===== src/rtl/hazard_unit_if.sv =====
// Request bundle between the pipeline datapath and the hazard request generator.
// Vectors are indexed 4 = IF, 3 = ID, 2 = EX, 1 = MEM, 0 = WB.
interface hazard_unit_if;
  logic [4:0] valid;
  logic [4:0] id_rs;
  logic [4:0] id_rt;
  logic       id_use_rs;
  logic       id_use_rt;
  logic [4:0] ex_rd;
  logic       ex_load;
  logic       ex_branch_taken;
  logic       ex_multi;
  logic [5:0] ex_cycles;
  logic       mem_access;
  logic       mem_ack;
  logic [4:0] stall;
  logic [4:0] flush;
  logic [4:0] extend;
  logic       mem_req;
  logic       pc_redirect;
  logic       ex_busy;

  modport master (
    output valid, id_rs, id_rt, id_use_rs, id_use_rt, ex_rd, ex_load,
           ex_branch_taken, ex_multi, ex_cycles, mem_access, mem_ack,
    input  stall, flush, extend, mem_req, pc_redirect, ex_busy
  );

  modport slave (
    input  valid, id_rs, id_rt, id_use_rs, id_use_rt, ex_rd, ex_load,
           ex_branch_taken, ex_multi, ex_cycles, mem_access, mem_ack,
    output stall, flush, extend, mem_req, pc_redirect, ex_busy
  );
endinterface


===== src/rtl/hazard_unit.sv =====
// Stall/flush/extend request generator for the five-stage pipeline, including
// the multi-cycle EX sequencer and the data-memory wait handshake in MEM.
module hazard_unit (
  input  logic          clk,
  input  logic          rst,
  hazard_unit_if.slave  bus
);
  localparam int unsigned CW = 6;

  typedef enum logic [1:0] {EX_IDLE = 2'd0, EX_BUSY = 2'd1, EX_DONE = 2'd2} ex_state_t;
  typedef enum logic {MEM_IDLE = 1'b0, MEM_WAIT = 1'b1} mem_state_t;

  ex_state_t  ex_state, ex_state_n;
  mem_state_t mem_state, mem_state_n;
  logic [CW-1:0] cnt, cnt_n;

  logic ex_start;
  logic ex_long;
  logic ex_extend;
  logic ex_adv;
  logic mem_extend;
  logic mem_req_c;
  logic load_use;
  logic redirect;
  logic unused_valid;

  assign unused_valid = ^{bus.valid[4], bus.valid[0]};

  assign ex_start = bus.valid[2] & bus.ex_multi;
  assign ex_long  = bus.ex_cycles >= CW'(2);
  assign ex_adv   = ~mem_extend;

  // State registers for both FSMs plus the EX cycle counter
  always_ff @(posedge clk or negedge rst) begin
    if (!rst) begin
      ex_state  <= EX_IDLE;
      mem_state <= MEM_IDLE;
      cnt       <= '0;
    end else begin
      ex_state  <= ex_state_n;
      mem_state <= mem_state_n;
      cnt       <= cnt_n;
    end
  end

  // MEM handshake next state; a same-cycle ack never enters WAIT
  always_comb begin
    mem_state_n = mem_state;
    case (mem_state)
      MEM_IDLE: if (bus.valid[1] && bus.mem_access && !bus.mem_ack) mem_state_n = MEM_WAIT;
      MEM_WAIT: if (bus.mem_ack) mem_state_n = MEM_IDLE;
      default:  mem_state_n = MEM_IDLE;
    endcase
  end

  // MEM handshake outputs
  always_comb begin
    mem_req_c  = 1'b0;
    mem_extend = 1'b0;
    case (mem_state)
      MEM_IDLE: begin
        if (bus.valid[1] && bus.mem_access) begin
          mem_req_c  = 1'b1;
          mem_extend = ~bus.mem_ack;
        end
      end
      MEM_WAIT: begin
        mem_req_c  = 1'b1;
        mem_extend = ~bus.mem_ack;
      end
      default: ;
    endcase
  end

  // EX sequencer next state; the counter runs even while MEM holds EX
  always_comb begin
    ex_state_n = ex_state;
    cnt_n      = cnt;
    case (ex_state)
      EX_IDLE: begin
        if (ex_start && ex_long) begin
          ex_state_n = EX_BUSY;
          cnt_n      = bus.ex_cycles - CW'(2);
        end
      end
      EX_BUSY: begin
        if (cnt != '0) begin
          cnt_n = cnt - CW'(1);
        end else if (ex_adv) begin
          ex_state_n = EX_IDLE;
        end else begin
          ex_state_n = EX_DONE;
        end
      end
      EX_DONE: if (ex_adv) ex_state_n = EX_IDLE;
      default: ex_state_n = EX_IDLE;
    endcase
  end

  // EX sequencer outputs; DONE keeps the held instruction from restarting
  always_comb begin
    ex_extend = 1'b0;
    case (ex_state)
      EX_IDLE: ex_extend = ex_start & ex_long;
      EX_BUSY: ex_extend = (cnt != '0);
      default: ex_extend = 1'b0;
    endcase
  end

  assign load_use = bus.valid[3] & bus.valid[2] & bus.ex_load & (bus.ex_rd != '0) &
                    ((bus.id_use_rs & (bus.id_rs == bus.ex_rd)) |
                     (bus.id_use_rt & (bus.id_rt == bus.ex_rd)));

  assign redirect = bus.valid[2] & bus.ex_branch_taken & ~mem_extend & ~ex_extend;

  assign bus.stall       = {1'b0, load_use, 3'b000};
  assign bus.flush       = {1'b0, redirect, 3'b000};
  assign bus.extend      = {2'b00, ex_extend, mem_extend, 1'b0};
  assign bus.mem_req     = mem_req_c;
  assign bus.pc_redirect = redirect;
  assign bus.ex_busy     = (ex_state != EX_IDLE);
endmodule


===== src/flat_wrapper.sv =====
// flat-port wrapper written by rule: the top's interface ports become plain ports
module hazard_unit_flat 
  (clk, rst, bus_valid, bus_id_rs, bus_id_rt, bus_id_use_rs, bus_id_use_rt, bus_ex_rd, bus_ex_load, bus_ex_branch_taken, bus_ex_multi, bus_ex_cycles, bus_mem_access, bus_mem_ack, bus_stall, bus_flush, bus_extend, bus_mem_req, bus_pc_redirect, bus_ex_busy);
  hazard_unit_if bus_i ();
  input  logic clk;
  input  logic rst;
  input wire logic [$bits(bus_i.valid)-1:0] bus_valid;
  input wire logic [$bits(bus_i.id_rs)-1:0] bus_id_rs;
  input wire logic [$bits(bus_i.id_rt)-1:0] bus_id_rt;
  input wire logic [$bits(bus_i.id_use_rs)-1:0] bus_id_use_rs;
  input wire logic [$bits(bus_i.id_use_rt)-1:0] bus_id_use_rt;
  input wire logic [$bits(bus_i.ex_rd)-1:0] bus_ex_rd;
  input wire logic [$bits(bus_i.ex_load)-1:0] bus_ex_load;
  input wire logic [$bits(bus_i.ex_branch_taken)-1:0] bus_ex_branch_taken;
  input wire logic [$bits(bus_i.ex_multi)-1:0] bus_ex_multi;
  input wire logic [$bits(bus_i.ex_cycles)-1:0] bus_ex_cycles;
  input wire logic [$bits(bus_i.mem_access)-1:0] bus_mem_access;
  input wire logic [$bits(bus_i.mem_ack)-1:0] bus_mem_ack;
  output wire logic [$bits(bus_i.stall)-1:0] bus_stall;
  output wire logic [$bits(bus_i.flush)-1:0] bus_flush;
  output wire logic [$bits(bus_i.extend)-1:0] bus_extend;
  output wire logic [$bits(bus_i.mem_req)-1:0] bus_mem_req;
  output wire logic [$bits(bus_i.pc_redirect)-1:0] bus_pc_redirect;
  output wire logic [$bits(bus_i.ex_busy)-1:0] bus_ex_busy;
  assign bus_i.valid = bus_valid;
  assign bus_i.id_rs = bus_id_rs;
  assign bus_i.id_rt = bus_id_rt;
  assign bus_i.id_use_rs = bus_id_use_rs;
  assign bus_i.id_use_rt = bus_id_use_rt;
  assign bus_i.ex_rd = bus_ex_rd;
  assign bus_i.ex_load = bus_ex_load;
  assign bus_i.ex_branch_taken = bus_ex_branch_taken;
  assign bus_i.ex_multi = bus_ex_multi;
  assign bus_i.ex_cycles = bus_ex_cycles;
  assign bus_i.mem_access = bus_mem_access;
  assign bus_i.mem_ack = bus_mem_ack;
  assign bus_stall = bus_i.stall;
  assign bus_flush = bus_i.flush;
  assign bus_extend = bus_i.extend;
  assign bus_mem_req = bus_i.mem_req;
  assign bus_pc_redirect = bus_i.pc_redirect;
  assign bus_ex_busy = bus_i.ex_busy;
  hazard_unit u_core (.clk(clk), .rst(rst), .bus(bus_i));
endmodule

===== config.mk =====
export PLATFORM = sky130hd
export DESIGN_NAME = hazard_unit_flat
export DESIGN_NICKNAME = d
export VERILOG_FILES = /design/src/rtl/hazard_unit_if.sv /design/src/rtl/hazard_unit.sv /design/src/flat_wrapper.sv
export SDC_FILE = /design/constraint.sdc
export NUM_CORES = 1
export LEC_CHECK = 0
export ABC_AREA = 1
export CAP_MARGIN = 20
export CELL_PAD_IN_SITES_DETAIL_PLACEMENT = 0
export CELL_PAD_IN_SITES_GLOBAL_PLACEMENT = 2
export CORE_MARGIN = 2
export CORE_UTILIZATION = 21
export DETAILED_ROUTE_END_ITERATION = 8
export PLACE_DENSITY = 0.93
export SYNTH_ARGS = -nofsm -noshare
export SYNTH_HDL_FRONTEND = slang
export SYNTH_SLANG_ARGS = --single-unit

===== constraint.sdc =====
create_clock -name clk -period 5.6 [get_ports clk]
set_clock_uncertainty 0.1 [all_clocks]
set_input_delay 1.12 -clock clk [delete_from_list [all_inputs] [get_ports clk]]
set_output_delay 1.12 -clock clk [all_outputs]
set_load 0.05 [all_outputs]

# Word-level counts from Yosys, hierarchy flattened

Cells that the tools add are included.
W data, S select, Z words.

Add/sub/neg operators: 2
Order comparisons: 1
Equality and inequality tests: 8
Multiplexer cells: 16
Bitwise gates (word level): 16
Reduce and logical (&&, ||, !) cells: 11

Operators with widths:

| cell                  | count |
|---|---|
| $mux W6               | 2 |
| $pmux W6 S2           | 1 |
| $and A1 B1 Y1         | 11 |
| $eq A5 B5 Y1          | 2 |
| $mux W2               | 4 |
| $pmux W1 S2           | 4 |
| $ge A6 B2 Y1 const B  | 1 |
| $pmux W2 S3           | 1 |
| $reduce_and A3 Y1     | 2 |
| $reduce_bool A6 Y1    | 1 |
| $sub A6 B1 Y6 const B | 1 |
| $sub A6 B2 Y6 const B | 1 |
| $reduce_bool A5 Y1    | 1 |
| $mux W1               | 4 |
| $ne A2 B1 Y1 const B  | 2 |
| $ne A2 B2 Y1 const B  | 2 |
| $not A1 Y1            | 4 |
| $reduce_bool A2 Y1    | 2 |
| $logic_and A1 B1 Y1   | 3 |
| $eq A2 B1 Y1 const B  | 1 |
| $eq A2 B2 Y1 const B  | 1 |
| $logic_not A2 Y1      | 1 |
| $logic_not A1 Y1      | 1 |
| $or A1 B1 Y1          | 1 |

Bits in registers: 9
Logic and storage cells: 57

# Longest topological paths before layout

Gate-level depths: netlist of the first run.

Depth in word-level cells: 6
Gate-level depth with buffers: 8
Gate-level depth less buffers: 8

# Worst setup path before layout of the first run

OpenSTA, ideal clock, no wires.

Path type: input -> output
Start point: input port bus_ex_cycles[2]
End point: output port bus_flush[3]
Arrival time: 2.384 ns
Data required time: 4.380 ns
Slack: 1.996 ns
Stages: 7
Cells stage by stage: nor2_1 > nand3_1 > nand3_1 > nand2_2 > buf_6 > nor3_4 > buf_4

Cells in the longest elaborated chain, start to end: 5

RTL lines:

| what                       | line               | RTL |
|---|---|---|
| start: declaration         | flat_wrapper.sv:16 | `input wire logic [$bits(bus_i.ex_cycles)-1:0] bus_ex_cycles;` |
| $ge A6 B2 Y1               | hazard_unit.sv:30  | `assign ex_long = bus.ex_cycles >= CW'(2);` |
| $and A1 B1 Y1              | hazard_unit.sv:104 | `EX_IDLE: ex_extend = ex_start & ex_long;` |
| $pmux W1 S2                | hazard_unit.sv:103 | `case (ex_state)` |
| named net u_core.ex_extend | hazard_unit.sv:19  | `logic ex_extend;` |
| $not A1 Y1                 | hazard_unit.sv:114 | `assign redirect = bus.valid[2] & bus.ex_branch_taken & ~mem_extend & ~ex_extend;` |
| $and A1 B1 Y1              | hazard_unit.sv:114 |  |
| end: declaration           | flat_wrapper.sv:20 | `output wire logic [$bits(bus_i.flush)-1:0] bus_flush;` |

The timed path passes the listed nets, and every way through them passes these cells.

# Worst setup path after layout of the first run

Start point: input port bus_ex_cycles[3]
End point: output port bus_flush[3]

Cells in the longest elaborated chain, start to end: 5

RTL lines:

| what          | line |
|---|---|
| $ge A6 B2 Y1  | hazard_unit.sv:30 |
| $and A1 B1 Y1 | hazard_unit.sv:104 |
| $pmux W1 S2   | hazard_unit.sv:103 |
| $not A1 Y1    | hazard_unit.sv:114 |
| $and A1 B1 Y1 | hazard_unit.sv:114 |

Every way passes these cells.

==> flow_summary_export.csv, run 1 <==
group,metric,value,unit
run_status,status,"finished, final reports clean",
clocking,htreeDepth,1,
logic_synthesis,synth-edff-count,0,
setup_path,arrival,3.27,ns
timing,setup_viol,0,
setup_path,cp-start-kind,"input port",
floorplan,dieArea,0.00549,mm^2
timing,fmax,0.223,GHz
global_routing,grt_use_total,8.91,%
finish,finalInstanceArea,0.00146,mm^2
setup_path,crit_type,"in2out",
timing,fin_crit_sh,80.1,%
floorplan,fp.dieW,74.1,um
detailed_routing,detail_route.iter0.violations,23,
logic_synthesis,synthesis.area,0.00103,mm^2
timing,rsz0062_at_grt,"false",
hold_path,hp-class,"reg2reg",
detailed_routing,ant_nets,0,
finish,fin_nets,238,
setup_path,critical_path.cell_chain,"clkdlybuf4s50_1, nor2_1, nand3_1, nand3_1, nand2_2, nor3_4, clkdlybuf4s50_1",
logic_synthesis,synth.yosys.seq_area_share,21.8,%
clocking,cts-resized-gates,0,
logic_synthesis,ys_types,22,
logic_synthesis,post-synth-top-count-cell,"nand2_1",
logic_synthesis,synth_warnings,0,
clocking,cts_tree,"done",
logic_synthesis,synthTopCellsByCount,"nand2_1, inv_1, nor2_1",
global_routing,first_global_vias,976,
hold_path,hold_depth,2,
global_routing,antenna_found_initial,0,
detailed_routing,post_drt_wl_per_cell,9.16,um
logic_synthesis,ys_async_sr_fraction,100,%
power,clkPwrFrac,13.4,%
floorplan,rows,25,
placement,place_area,0.00142,mm^2
floorplan,core_area,0.00472,mm^2
timing,max-slew-margin-rel,64.5,%
power,switching_share,51.3,%
placement,gp_congestion,0.761,
timing,tightest_slew,0.533,ns
placement,place_hpwl,2000,um
setup_path,required,4.38,ns
finish,nFillCells,504,
global_routing,grt_max_degree,13,
setup_path,endpoint_kind,"output pin",
power,p_leak,0.733,nW
finish,drive_gt1_share,9.50,%
power,cellPowerDensity,384,mW/mm^2
power,p_comb_share,65.4,%
clocking,cts_sinks,9,
detailed_routing,remaining_drc_errors,0,
clocking,cts_hold_buf,0,
logic_synthesis,synth_area_leaders,"dfrtp_1, nand2_1, buf_4, inv_1, nand3_1",
job,cap_violations,0,
setup_path,critical_path.max_stage_delay,0.83,ns
setup_path,crit_slowest_cell,"clkdlybuf4s50_1",
placement,portBuffers,39,
setup_path,path_buf_inv,2,
detailed_routing,num_vias,1009,
timing,post-route-min-period,4.49,ns
setup_path,reg2reg_depth,8,
setup_path,crit_family,"buffers and inverters",
logic_synthesis,syn_avg_cell_area,6.33,um^2
clocking,cts_root_buffer,"clkbuf_8",
power,switchingPower,0.289,mW
clocking,cts_setup_buffers,0,
clocking,cts_buffers,3,
clocking,cts_max_path_buffers,2,
logic_synthesis,syn_inst,163,
power,ir_drop,101,uV
global_routing,grt_pass1_wl,3940,um
logic_synthesis,ys.flop_type,"dfrtp_1",
global_routing,overflow,0,
timing,setup_tns,0,ns
timing,hold_viol,0,
logic_synthesis,synth_top_area_share,21.8,%
power,internal-power,0.274,mW
logic_synthesis,synth.largest_area_cell,"dfrtp_1",
clocking,clk_latency,0.23,ns
detailed_routing,wirelength,2450,um
setup_path,cp_num_cells,7,
detailed_routing,via_per_inst,3.78,
floorplan,io_pins,53,
finish,area_growth,42.0,%
clocking,clk_pin_slew,0.05,ns
detailed_routing,first_pass_iters,4,
floorplan,start_util,21.8,%
logic_synthesis,yosys_register_bits,9,
floorplan,dieHeight,74.1,um
timing,slew_viol_final,0,
power,pwr-share-seq,21.2,%
setup_path,crit_path_max_fanout,12,
finish,antenna_cells,0,
[power by group through the flow]
stage                     sequential, mW  combinational (mW)  clock (mW)
final                              0.119               0.368      0.0752
after global placement             0.120               0.370           0
after detailed placement           0.120               0.371           0
after CTS                          0.119               0.373      0.0767
after floorplan                    0.115               0.306           0
after global routing               0.123               0.414      0.0801
[final cells by class]
cell class,instances,area [um^2],share of cell area (%)
inverters,28,105,7.18
flip-flops and latches,9,225,15.4
multi-input cells,120,614,42.0
clock buffers,4,45.0,3.08
repair buffers,39,390,26.7
well taps,67,83.8,5.73
[worst min-delay path: stages, from the launching register on]
cell	delay, ns
dfrtp_1	0.36
nand2_1	0.07
nand2_2	0.06
[state kept, by name, indices dropped and copies added (netlist names)]
name / cells
u_core.ex_state: 2
u_core.mem_state: 1
u_core.cnt: 6
[cells by family (layout without fill, tap and decap cells)]
group | count (synthesis) | count (layout) | synth area share (%)
simple gates | 94 | 94 | 44.3
buf+inv | 44 | 71 | 22.2
compound gates | 12 | 12 | 8.01
flops | 9 | 9 | 21.8
fa+ha+maj | 2 | 2 | 2.43
other cells | 1 | 11 | 0.364
xor+xnor | 1 | 1 | 0.850
[layout by cell type (no fill, tap or decap)]
master           count
nand2_1             46
clkdlybuf4s50_1     39
inv_1               28
nor2_1              16
nand3_1             14
conb_1              11
dfrtp_1              9
o21ai_0              6
nand2_2              5
nand4_1              5
nand3_2              3
o21ai_2              3
clkbuf_8             3
a21oi_1              2
ha_1                 2
nor2_4               1
nor2_8               1
o21ai_4              1
nor3_4               1
nand3b_1             1
xor2_1               1
or2_2                1
clkbuf_1             1
[through the flow]
stage                     hold WS (ns)  utilization (%)  worst slack (ns)  instances  total power, mW
final                            0.418             31.0              1.11        267            0.563
after CTS                        0.421             31.0              1.09        267            0.568
after detailed placement         0.409             30.0              1.09        263            0.491
after global routing             0.448             31.0             0.983        267            0.617
after floorplan                  0.385                -              2.00        173            0.422
after global placement           0.406             30.0              1.09        263            0.490
[worst paths after layout]
path                                        from          endpoint  slack (ns)
worst max register to register     u_core.cnt[0]     u_core.cnt[5]        3.81
worst min register to register     u_core.cnt[5]     u_core.cnt[5]        0.42
worst max-delay path            bus_ex_cycles[3]      bus_flush[3]        1.11
min in group asynchronous                    rst     u_core.cnt[3]        1.10
worst min-delay path               u_core.cnt[5]     u_core.cnt[5]        0.42
max in group asynchronous                    rst  u_core.mem_state        3.99
[routing by layer]
metal,vias to the layer above,routed length (um),track usage (%)
met5,-,0,0
met4,0,0,1.82
met3,0,216,2.30
met2,32,1080,15.9
met1,427,1150,10.8
li1,550,-,-
Note: power is estimated with default switching activity, not from simulation.
==> inputs of run 2 (changes only) <==
CORE_UTILIZATION = 19   (was 21)
PLACE_DENSITY = 0.86   (was 0.93)
clock period = 4.6 ns   (was 5.6 ns; I/O delays follow)
==> run 2 against run 1 <==
  * Highest routed layer is now met4
  * First-iteration DRC count unchanged
  * Worst hold slack better by 0.0068 ns
  * Clock power up 21%
  * Final cell count grew 1.5%
  * Sequential share of layout area fell by 0.12 points
  * Critical path depth unchanged
  * Clock-buffer cell count unchanged
  * Routed wire length grew 1.4%
  * Total power increased by 23%
  * Via count is 1.8% higher
  * Flip-flop and latch count is the same
  * Combinational power increased by 24%
==> flow_summary_export.csv, run 2 (synthesis results as in run 1) <==
group,metric,value,unit
detailed_routing,remaining_drc_errors,0,
global_routing,grt_pass1_wl,4020,um
detailed_routing,via_per_inst,3.79,
power,cellPowerDensity,469,mW/mm^2
setup_path,critical_path.cell_chain,"clkdlybuf4s50_1, nor2_1, nand3_1, nand3_1, nand2_2, buf_4, clkdlybuf4s50_1",
floorplan,core_area,0.00517,mm^2
clocking,cts_sinks,9,
setup_path,r2r_end,"u_core.cnt[5]",
placement,gp_congestion,0.714,
finish,final_common_cell,"nand2_1",
detailed_routing,post_drt_wl_per_cell,9.15,um
finish,drive_gt1_share,9.95,%
floorplan,start_util,19.9,%
timing,tightest_slew,0.510,ns
detailed_routing,detail_route.iter0.violations,23,
finish,largest_reg_flops,6,
clocking,clk_latency,0.23,ns
setup_path,crit_family,"buffers and inverters",
clocking,cts_max_path_buffers,2,
finish,final_util,28.5,%
floorplan,io_pins,53,
finish,fin_nets,239,
placement,place_area,0.00143,mm^2
clocking,cts-resized-gates,0,
placement,portBuffers,39,
setup_path,crit_path_max_fanout,11,
global_routing,first_global_vias,929,
power,p_leak,0.738,nW
finish,area_growth,43.1,%
finish,final_cell_mix,"nand2_1, clkdlybuf4s50_1, inv_1",
timing,fmax,0.258,GHz
detailed_routing,first_pass_iters,4,
setup_path,reg2reg_slack,2.85,ns
detailed_routing,wirelength,2480,um
power,ir_drop,112,uV
setup_path,crit_slowest_cell,"clkdlybuf4s50_1",
timing,setup_tns,0,ns
finish,finalInstanceArea,0.00148,mm^2
clocking,cts_buffers,3,
floorplan,rows,26,
clocking,cts_root_buffer,"clkbuf_8",
setup_path,r2r_start,"u_core.cnt[0]",
floorplan,dieHeight,77.7,um
global_routing,antenna_found_initial,0,
setup_path,crit_type,"in2out",
setup_path,cp-start-kind,"input port",
job,cap_violations,0,
clocking,clk_pin_slew,0.04,ns
global_routing,grt_max_degree,12,
floorplan,dieArea,0.00603,mm^2
global_routing,overflow,0,
setup_path,crit_end,"bus_extend[2]",
hold_path,hp-class,"reg2reg",
run_status,status,"finished, final reports clean",
timing,fin_crit_sh,84.3,%
setup_path,endpoint_kind,"output pin",
clocking,cts_tree,"done",
timing,max-slew-margin-rel,65.9,%
clocking,cts_hold_buf,0,
clocking,htreeDepth,1,
setup_path,reg2reg_depth,9,
timing,post-route-min-period,3.88,ns
setup_path,cp_num_cells,7,
hold_path,hp-start,"u_core.cnt[5]",
timing,rsz0062_at_grt,"false",
power,power,0.692,mW
placement,place_hpwl,2030,um
detailed_routing,num_vias,1027,
clocking,cts_setup_buffers,0,
setup_path,startpoint,"bus_ex_cycles[3]",
timing,setup_viol,0,
finish,antenna_cells,0,
floorplan,fp.dieW,77.7,um
setup_path,arrival,2.86,ns
timing,hold_viol,0,
detailed_routing,ant_nets,0,
setup_path,critical_path.max_stage_delay,0.83,ns
setup_path,path_buf_inv,3,
setup_path,required,3.58,ns
finish,largest_register,"u_core.cnt",
global_routing,grt_use_total,8.25,%
finish,reg.largest.list,"u_core.cnt (6), u_core.ex_state (2), u_core.mem_state (1)",
timing,slew_viol_final,0,
==> run 2: cell types whose count changed in the layout (fill, tap and decap cells not counted) <==
cell   delta
buf_4     +1
==> run 2: routing by layer <==
layer | global-route usage (%) | wire length (um) | vias to the layer above
li1 | - | - | 555
met1 | 9.74 | 1190 | 440
met2 | 14.1 | 1150 | 30
met3 | 1.86 | 128 | 2
met4 | 3.75 | 15 | 0
met5 | 0 | 0 | -
==> run 2: metrics by stage <==
step	worst slack (ns)	instances	hold WS (ns)
after floorplan	1.40	173	0.385
after global routing	0.616	271	0.468
after detailed placement	0.701	267	0.411
after CTS	0.702	271	0.422
final	0.721	271	0.425
after global placement	0.685	267	0.403
==> run 2: worst reg2reg max path: cells and delay by family (launching register included) <==
kind | cells | cell delay [ns]
adder cells (fa/ha/maj) | 1 | 0.27
buffers and inverters | 3 | 0.47
AND/OR/NAND/NOR | 4 | 0.33
flip-flops | 1 | 0.36
AO/OA/AOI/OAI | 1 | 0.15
==> run 2: cell type report <==
type / instances / area [um^2]
fillers: 566 / 3700
multi-input cells: 120 / 614
repair buffers: 40 / 398
flip-flops and latches: 9 / 225
inverters: 28 / 105
well taps: 70 / 87.6
clock buffers: 4 / 45.0
==> run 2: power by group <==
part           switching (mW)  internal [mW]
Sequential             0.0308          0.115
Combinational           0.289          0.166
Clock                  0.0309         0.0604
Total                   0.351          0.341
==> run 2: worst min path at each step <==
stage,to,slack (ns),depth (start not counted)
floorplan,u_core.cnt[5],0.38,2
global placement,u_core.cnt[5],0.40,2
detailed placement,u_core.cnt[5],0.41,2
CTS,u_core.cnt[5],0.42,2
global route,u_core.cnt[5],0.47,2
finish,u_core.cnt[5],0.42,2
==> inputs of run 3 (changes only) <==
clock period = 3.7 ns   (was 4.6 ns; I/O delays follow)
==> run 3 against run 2 <==
  * Global-route usage grew 0.17 points
  * Via count grew 0.49%
  * Routed wire length grew 1.2%
  * Sequential power grew 25%
  * First-iteration DRC count shrank 26%
  * Setup slack gained 0.035 ns
  * Sequential share of layout area shrank 0.13 points
  * Total power grew 26%
  * Clock-buffer cell count is the same
  * Clock power grew 26%
==> flow_summary_export.csv, run 3 (synthesis results as in run 1) <==
group,metric,value,unit
run_status,status,"finished, final reports clean",
timing,fmax,0.340,GHz
timing,tightest_slew,0.518,ns
clocking,cts_buffers,3,
global_routing,overflow,0,
clocking,cts_hold_buf,0,
floorplan,io_pins,53,
global_routing,antenna_found_initial,0,
global_routing,grt_use_met2,14.7,%
detailed_routing,ant_nets,0,
detailed_routing,remaining_drc_errors,0,
placement,portBuffers,39,
clocking,clk_pin_slew,0.04,ns
setup_path,endpoint_kind,"output pin",
detailed_routing,post_drt_wl_per_cell,9.26,um
floorplan,dieHeight,77.7,um
clocking,clk_latency,0.23,ns
global_routing,grt_max_degree,12,
setup_path,crit_type,"in2out",
floorplan,core_area,0.00517,mm^2
floorplan,fp.dieW,77.7,um
finish,area_growth,44.3,%
job,cap_violations,0,
global_routing,gr-usage-met1,10.0,%
detailed_routing,num_vias,1032,
clocking,htreeDepth,1,
global_routing,globalRouteMet3Util,1.86,%
detailed_routing,wirelength,2510,um
finish,fin_nets,239,
timing,slew_viol_final,0,
finish,final_common_cell,"nand2_1",
detailed_routing,first_pass_iters,4,
global_routing,grt_pass1_wl,4110,um
floorplan,dieArea,0.00603,mm^2
placement,dpl.cell_count,267,
finish,final_cell_mix,"nand2_1, clkdlybuf4s50_1, inv_1",
placement,place_area,0.00144,mm^2
clocking,cts-resized-gates,0,
power,power,0.870,mW
setup_path,cp-start-kind,"input port",
clocking,cts_tree,"done",
finish,drive_gt1_share,12.4,%
timing,rsz0062_at_grt,"false",
timing,hold_viol,0,
timing,setup_viol,0,
global_routing,grt_use_total,8.42,%
finish,final_util,28.8,%
timing,setup_tns,0,ns
finish,largest_reg_flops,6,
clocking,cts_root_buffer,"clkbuf_8",
hold_path,hp-class,"reg2reg",
timing,post-route-min-period,2.94,ns
detailed_routing,detail_route.iter0.violations,17,
placement,place_hpwl,2100,um
setup_path,arrival,2.10,ns
setup_path,crit_path_max_fanout,2,
setup_path,required,2.86,ns
floorplan,start_util,19.9,%
clocking,cts_max_path_buffers,2,
clocking,cts_setup_buffers,0,
timing,max-slew-margin-rel,65.4,%
timing,fin_crit_sh,79.6,%
finish,layout.cells.non_filler,271,
detailed_routing,via_per_inst,3.81,
floorplan,rows,26,
power,cellPowerDensity,585,mW/mm^2
finish,largest_register,"u_core.cnt",
power,p_leak,0.752,nW
global_routing,grt-busiest-layer,"met2",
clocking,cts_sinks,9,
finish,reg.largest.list,"u_core.cnt (6), u_core.ex_state (2), u_core.mem_state (1)",
global_routing,first_global_vias,940,
finish,antenna_cells,0,
power,ir_drop,166,uV
finish,finalInstanceArea,0.00149,mm^2
placement,gp_congestion,0.711,
==> run 3: layout make-up <==
class | count | area, um^2
Clock buffer | 4 | 45.0
Fill cell | 555 | 3680
Inverter | 28 | 105
Multi-Input combinational cell | 120 | 614
Sequential cell | 9 | 225
Tap cell | 70 | 87.6
Timing Repair Buffer | 40 | 410
==> run 3: power by group <==
group | switching [mW] | internal (mW)
registers | 0.0383 | 0.142
logic | 0.363 | 0.211
clock network | 0.0395 | 0.0751
==> run 3: final timing paths <==
kind,from,endpoint,slack (ns),cells past startpoint
min reg2reg,u_core.cnt[5],u_core.cnt[5],0.41,2
max reg2reg,u_core.cnt[0],u_core.cnt[5],1.95,9
max,bus_valid[1],bus_mem_req,0.76,4
min in group asynchronous,rst,u_core.ex_state[1],0.73,1
min,u_core.cnt[5],u_core.cnt[5],0.41,2
max in group asynchronous,rst,u_core.cnt[4],2.47,1
==> run 3: layer usage <==
metal | vias to the layer above | wire, um
met3 | 4 | 152
li1 | 553 | -
met5 | - | 0
met2 | 32 | 1150
met1 | 443 | 1180
met4 | 0 | 33
==> run 3: per-stage QoR <==
stage / hold WS, ns / worst slack [ns]
2_1_floorplan: 0.344 / 0.856
3_3_place_gp: 0.404 / 0.732
3_5_place_dp: 0.402 / 0.743
4_1_cts: 0.416 / 0.743
5_1_grt: 0.443 / 0.671
6_report: 0.412 / 0.756
==> run 3: critical path: stages <==
cell             delay [ns]
clkdlybuf4s50_1        0.45
nand2_1                0.06
nand2_1                0.06
clkdlybuf4s50_1        0.79
